--- config.mk ---
export PLATFORM = sky130hd
export DESIGN_NAME = decoder256_ctrl
export DESIGN_NICKNAME = d
export VERILOG_FILES = /design/src/rtl/decoder256_ctrl.sv
export SDC_FILE = /design/constraint.sdc
export NUM_CORES = 1
export LEC_CHECK = 0
export BUFFER_PORTS_ARGS = -buffer_cell sky130_fd_sc_hd__buf_4
export CORE_MARGIN = 5
export CORE_UTILIZATION = 60
export CTS_CLUSTER_SIZE = 12
export DETAILED_ROUTE_END_ITERATION = 10
export PLACE_DENSITY = 0.88
export SETUP_SLACK_MARGIN = 0.1
export SLEW_MARGIN = 20
export SYNTH_ARGS = -nofsm -noshare
export SYNTH_HDL_FRONTEND = slang
export SYNTH_SLANG_ARGS = --single-unit
--- constraint.sdc ---
create_clock -name clk -period 3.1 [get_ports clk]
set_input_delay 0 -clock clk [delete_from_list [all_inputs] [get_ports clk]]
set_output_delay 0 -clock clk [all_outputs]
set_load 0.005 [all_outputs]
--- src/rtl/decoder256_ctrl.sv ---
// decoder256_ctrl: loads a parallel pattern into the serial decoder MSB-first, then
// streams signal bits and only reports decoder matches once a full N-bit window of
// valid signal is resident in the decoder.
module decoder256_ctrl #(
  parameter int unsigned N    = 256,
  parameter int unsigned CNTW = 16
) (
  input  logic            clk,
  input  logic            clr_n,
  input  logic            cfg_valid,
  output logic            cfg_ready,
  input  logic [N-1:0]    cfg_pattern,
  input  logic            sig_in,
  input  logic            sig_valid,
  output logic            dec_clr,
  output logic            dec_enable,
  output logic            dec_prgm,
  output logic            dec_sig,
  input  logic            dec_out,
  output logic            match,
  output logic [CNTW-1:0] match_count,
  output logic            armed,
  output logic            underrun
);

  localparam int unsigned LW = (N > 2) ? $clog2(N) : 1;
  localparam int unsigned CW = $clog2(N) + 1;

  localparam logic [2:0] IDLE  = 3'd0;
  localparam logic [2:0] CLEAR = 3'd1;
  localparam logic [2:0] LOAD  = 3'd2;
  localparam logic [2:0] PRIME = 3'd3;
  localparam logic [2:0] RUN   = 3'd4;

  localparam logic [CNTW-1:0] CNT_MAX = {CNTW{1'b1}};

  logic [2:0]      state_q, state_d;
  logic [N-1:0]    shreg_q, shreg_d;
  logic [LW-1:0]   load_cnt_q, load_cnt_d;
  logic [CW-1:0]   prime_cnt_q, prime_cnt_d;
  logic [CNTW-1:0] count_d;
  logic            underrun_d, match_d, sig_d, prgm_d;
  logic            hs;

  // cfg_ready is a registered copy of "next state accepts a pattern", so it is
  // exactly the accept condition for the current state.
  assign hs = cfg_valid & cfg_ready;

  // Next-state, shift-register and counter logic
  always_comb begin
    state_d     = state_q;
    shreg_d     = shreg_q;
    load_cnt_d  = load_cnt_q;
    prime_cnt_d = prime_cnt_q;
    count_d     = match_count;
    underrun_d  = underrun;
    match_d     = 1'b0;
    sig_d       = 1'b0;
    prgm_d      = 1'b0;
    case (state_q)
      IDLE: begin
        if (hs) begin
          state_d    = CLEAR;
          shreg_d    = cfg_pattern;
          count_d    = '0;
          underrun_d = 1'b0;
        end
      end
      CLEAR: begin
        // Present pattern MSB on the first load cycle.
        state_d    = LOAD;
        load_cnt_d = '0;
        prgm_d     = shreg_q[N-1];
        shreg_d    = {shreg_q[N-2:0], 1'b0};
      end
      LOAD: begin
        if (load_cnt_q == LW'(N - 1)) begin
          state_d     = PRIME;
          prime_cnt_d = '0;
        end else begin
          load_cnt_d = load_cnt_q + LW'(1);
          prgm_d     = shreg_q[N-1];
          shreg_d    = {shreg_q[N-2:0], 1'b0};
        end
      end
      PRIME, RUN: begin
        if (hs) begin
          // Reprogram wins over any underrun in the same cycle.
          state_d    = CLEAR;
          shreg_d    = cfg_pattern;
          count_d    = '0;
          underrun_d = 1'b0;
        end else begin
          // An invalid cycle still shifts a 0 into the decoder.
          sig_d = sig_in & sig_valid;
          if (!sig_valid) begin
            state_d     = PRIME;
            prime_cnt_d = '0;
            underrun_d  = 1'b1;
          end else if (state_q == PRIME) begin
            if (prime_cnt_q == CW'(N - 1)) begin
              state_d     = RUN;
              prime_cnt_d = '0;
            end else begin
              prime_cnt_d = prime_cnt_q + CW'(1);
            end
          end else begin
            match_d = dec_out & armed;
            if (match_d && (match_count != CNT_MAX)) begin
              count_d = match_count + CNTW'(1);
            end
          end
        end
      end
      default: state_d = IDLE;
    endcase
  end

  // State, datapath and registered outputs
  always_ff @(posedge clk or negedge clr_n) begin
    if (!clr_n) begin
      state_q     <= IDLE;
      shreg_q     <= '0;
      load_cnt_q  <= '0;
      prime_cnt_q <= '0;
      cfg_ready   <= 1'b0;
      dec_clr     <= 1'b1;
      dec_enable  <= 1'b0;
      dec_prgm    <= 1'b0;
      dec_sig     <= 1'b0;
      match       <= 1'b0;
      match_count <= '0;
      armed       <= 1'b0;
      underrun    <= 1'b0;
    end else begin
      state_q     <= state_d;
      shreg_q     <= shreg_d;
      load_cnt_q  <= load_cnt_d;
      prime_cnt_q <= prime_cnt_d;
      cfg_ready   <= (state_d == IDLE) || (state_d == PRIME) || (state_d == RUN);
      dec_clr     <= (state_d == IDLE) || (state_d == CLEAR);
      dec_enable  <= (state_d == LOAD);
      dec_prgm    <= prgm_d;
      dec_sig     <= sig_d;
      match       <= match_d;
      match_count <= count_d;
      armed       <= (state_d == RUN);
      underrun    <= underrun_d;
    end
  end

endmodule

==> run_results.csv <==
group,metric,value,unit
status,status,"complete, no violations",
setup_path,required,3.45,ns
clocking,cts_tree,"built",
finish,fillers,996,
floorplanning,dieArea,26700,um^2
setup_path,cp_slowest_cell,"buf_12",
yosys,synth_xor_xnor_area_share,0.248,%
yosys,synth_cell_types,52,
finish,drive_above_1_share,18.9,%
run,maxCapViolCount,0,
place,gp_congestion,0.896,
setup_path,cp_max_fo,225,
pwr,leakagePower,9.43,nW
timing,worst_slew_pin_slew,0.939,ns
yosys,yosysWarningCount,0,
floorplanning,fp.dieH,163,um
floorplanning,coreArea,23300,um^2
timing,maxSlewHeadroom,37.4,%
clocking,insertion_delay,0.55,ns
setup_path,cp_common_cell,"a211oi_4",
place,dp_hpwl,22.4,mm
yosys,syn_nets,1637,
floorplanning,start_util,60.4,%
timing,finalCritPeriodShare,84.4,%
yosys,synth_top_area_share,53.1,%
grt,antenna_found_initial,4,
yosys,ys_seq_area_share,53.2,%
yosys,ys_async_sr_fraction,100,%
route,wire_per_inst,21.9,um
floorplanning,rows,56,
setup_path,critical_path_class,"flop to flop",
floorplanning,dieWidth,163,um
timing,slew_violations,0,
route,drt_wl_total,48.6,mm
grt,grt_pass1_vias,14500,
route,vias_per_cell,5.98,
yosys,yosysMostFrequentCell,"dfrtp_1",
clocking,clk_pin_slew,0.07,ns
timing,finalSetupViolCount,0,
finish,area_growth,41.7,%
timing,rsz0062_at_grt,"false",
yosys,netlist_area,14100,um^2
yosys,synth_cells,1372,
setup_path,cp_top_family,"compound AO/OA/AOI/OAI gates",
yosys,synth_seq_cells,300,
clocking,clock-sinks,300,
pwr,power_density,1000,nW/um^2
setup_path,end_kind,"flop",
grt,grt_first_pass_wirelength,76.0,mm
yosys,synth_area_leaders,"dfrtp_1, mux2i_1, o21ai_0, nand2_1, buf_2",
clocking,cts_setup_buffers,0,
setup_path,startpoint_type,"flop",
finish,post-route-util,85.6,%
route,drc,0,
route,drtIter0Drc,1533,
clocking,cts-root-buf,"clkbuf_16",
floorplanning,io_pins,286,
setup_path,crit_chain,"ha_1, and3_1, a211oi_4, a211oi_4, buf_12, o21ai_0",
grt,grt-ovfl-total,0,
setup_path,worstPathArrival,2.97,ns
clocking,h-tree-depth,1,
setup_path,path_buf_inv,1,
route,drt_pre_antenna_iters,6,
pwr,vdd_drop_max,1.17,mV
clocking,cts_made_buffers,31,
timing,skew,0.0146,ns
clocking,clockBufferDepth,3,
timing,min_period,2.62,ns
yosys,synthMuxAreaShare,18.3,%
route,ant_nets,0,
grt,grt_use_total,36.0,%
min_path,hp-class,"primary input to flop",
yosys,synth-edff-count,0,
yosys,synthTopCellsByCount,"dfrtp_1, nand2_1, mux2i_1, o21ai_0, buf_2",
yosys,synthSimpleGateAreaFrac,11.3,%
yosys,syn-mean-instance-area,10.3,um^2
finish,final_nets,2143,
yosys,synth_top_family_by_area,"multiplexers",
timing,hold_violations,0,
route,num_vias,13300,
yosys,ys.flop_type,"dfrtp_1",
setup_path,cpPeakStageDelay,0.52,ns
grt,grt_max_degree,226,
place,io_buffers,285,
timing,setup_tns,0,ns
yosys,yosysTopAreaCell,"dfrtp_1",
yosys,synth_compound_area_share,12.9,%
yosys,synthAdderAreaFrac,0.266,%
timing,fmax,382,MHz
-- cell usage in the layout, fill, tap and decap left out, types with 3 or more instances in the layout --
master         synthesis  routed
o21ai_0              243     243
buf_12                 0       8
nand2_1              281     281
and2_1                 3       3
o31a_1                 3       3
o21a_1                 4       4
o21ai_1               42      42
nand2b_1               5       5
dlygate4sd3_1          0     260
dfrtp_1              299     299
mux2i_1              258     258
nor3_1                 5       5
diode_2                0       6
inv_1                  8       8
clkbuf_8               0       8
nand3_1               13      13
ha_1                   3       3
nor2_1                18      18
buf_4                  2     297
clkbuf_1              29       7
xnor2_1                3       3
nor4_1                 5       5
o31ai_1                6       6
a21oi_1               16      16
clkinv_2               0       3
or3_1                  5       5
nand4_1               14      14
and3_1                 8       8
clkbuf_16              0      31
-- path summary, 6_finish.rpt --
path                                         endpoint                       from  slack, ns  cells after the start
min reg2reg                  shreg_q[208]$_DFFE_PN0P_   shreg_q[208]$_DFFE_PN0P_       0.48                      2
max                          shreg_q[136]$_DFFE_PN0P_  load_cnt_q[0]$_DFFE_PN0P_       0.48                      6
max in group asynchronous    shreg_q[159]$_DFFE_PN0P_                      clr_n       1.98                      3
max reg2reg                  shreg_q[136]$_DFFE_PN0P_  load_cnt_q[0]$_DFFE_PN0P_       0.48                      6
min in group asynchronous  prime_cnt_q[1]$_DFFE_PN0P_                      clr_n       0.15                      2
min                                 dec_sig$_DFF_PN0_                  cfg_valid       0.08                      4
-- cells by family after synthesis --
kind of cell | Yosys count
AO/OA/AOI/OAI | 335
AND/OR/NAND/NOR | 371
multiplexers | 258
buffers and inverters | 101
XOR/XNOR | 4
flip-flops | 300
adder cells (fa/ha/maj) | 3
-- worst min-delay path: cells and delay by family --
| family | cells | cell delay (ns) |
|---|---|---|
| buffers and inverters | 1 | 0.09 |
| AND/OR/NAND/NOR | 3 | 0.48 |
-- layer usage --
layer	share of wire [%]	wire length (um)	GRT usage (%)
met5	0	0	0
met4	5.9	2890	19.2
met3	7.1	3450	7.12
met2	52	25400	64.5
met1	35	16900	40.5
-- cell type report --
type	instances	area, um^2	share of cell area, %
clock buffer	46	912	4.57
clock inverter	4	45.0	0.225
sequential	300	7510	37.6
inverter	8	30.0	0.150
multi-input combinational	971	6060	30.3
tap	319	399	2.00
antenna	6	15.0	0.0752
timing repair buffer	566	5010	25.1
-- through the flow --
stage | worst slack [ns] | total power [mW] | std cells | cell area (um^2) | hold WS (ns)
finish | 0.482 | 20.0 | 2220 | 20000 | 0.0789
global route | 0.349 | 21.1 | 2218 | 20000 | 0.118
floorplan | 1.01 | 13.4 | 1372 | 14100 | -0.296
CTS | 0.690 | 18.8 | 2214 | 20000 | 0.0216
detailed placement | 0.703 | 14.9 | 1904 | 16400 | 0.161
global placement | 0.812 | 14.4 | 1904 | 16400 | 0.162
-- where the power goes --
group | switching, mW | leakage [nW] | internal (mW)
clock network | 1.56 | 0.474 | 2.09
registers | 1.31 | 3.77 | 5.79
logic | 5.68 | 5.19 | 3.62
-- flip-flops by register name, indices dropped and copies added, names as in the netlist --
register     flops
match_count     16
dec_prgm         1
load_cnt_q       8
underrun         1
state_q          3
dec_clr          1
shreg_q        256
dec_enable       1
match            1
dec_sig          1
prime_cnt_q      9
cfg_ready        1
armed            1
-- what timing repair did --
action	CTS	global route
gates resized for setup	0	0
hold endpoints to repair	376	0
hold buffers	260	0
(Power assumes the default switching activity.)
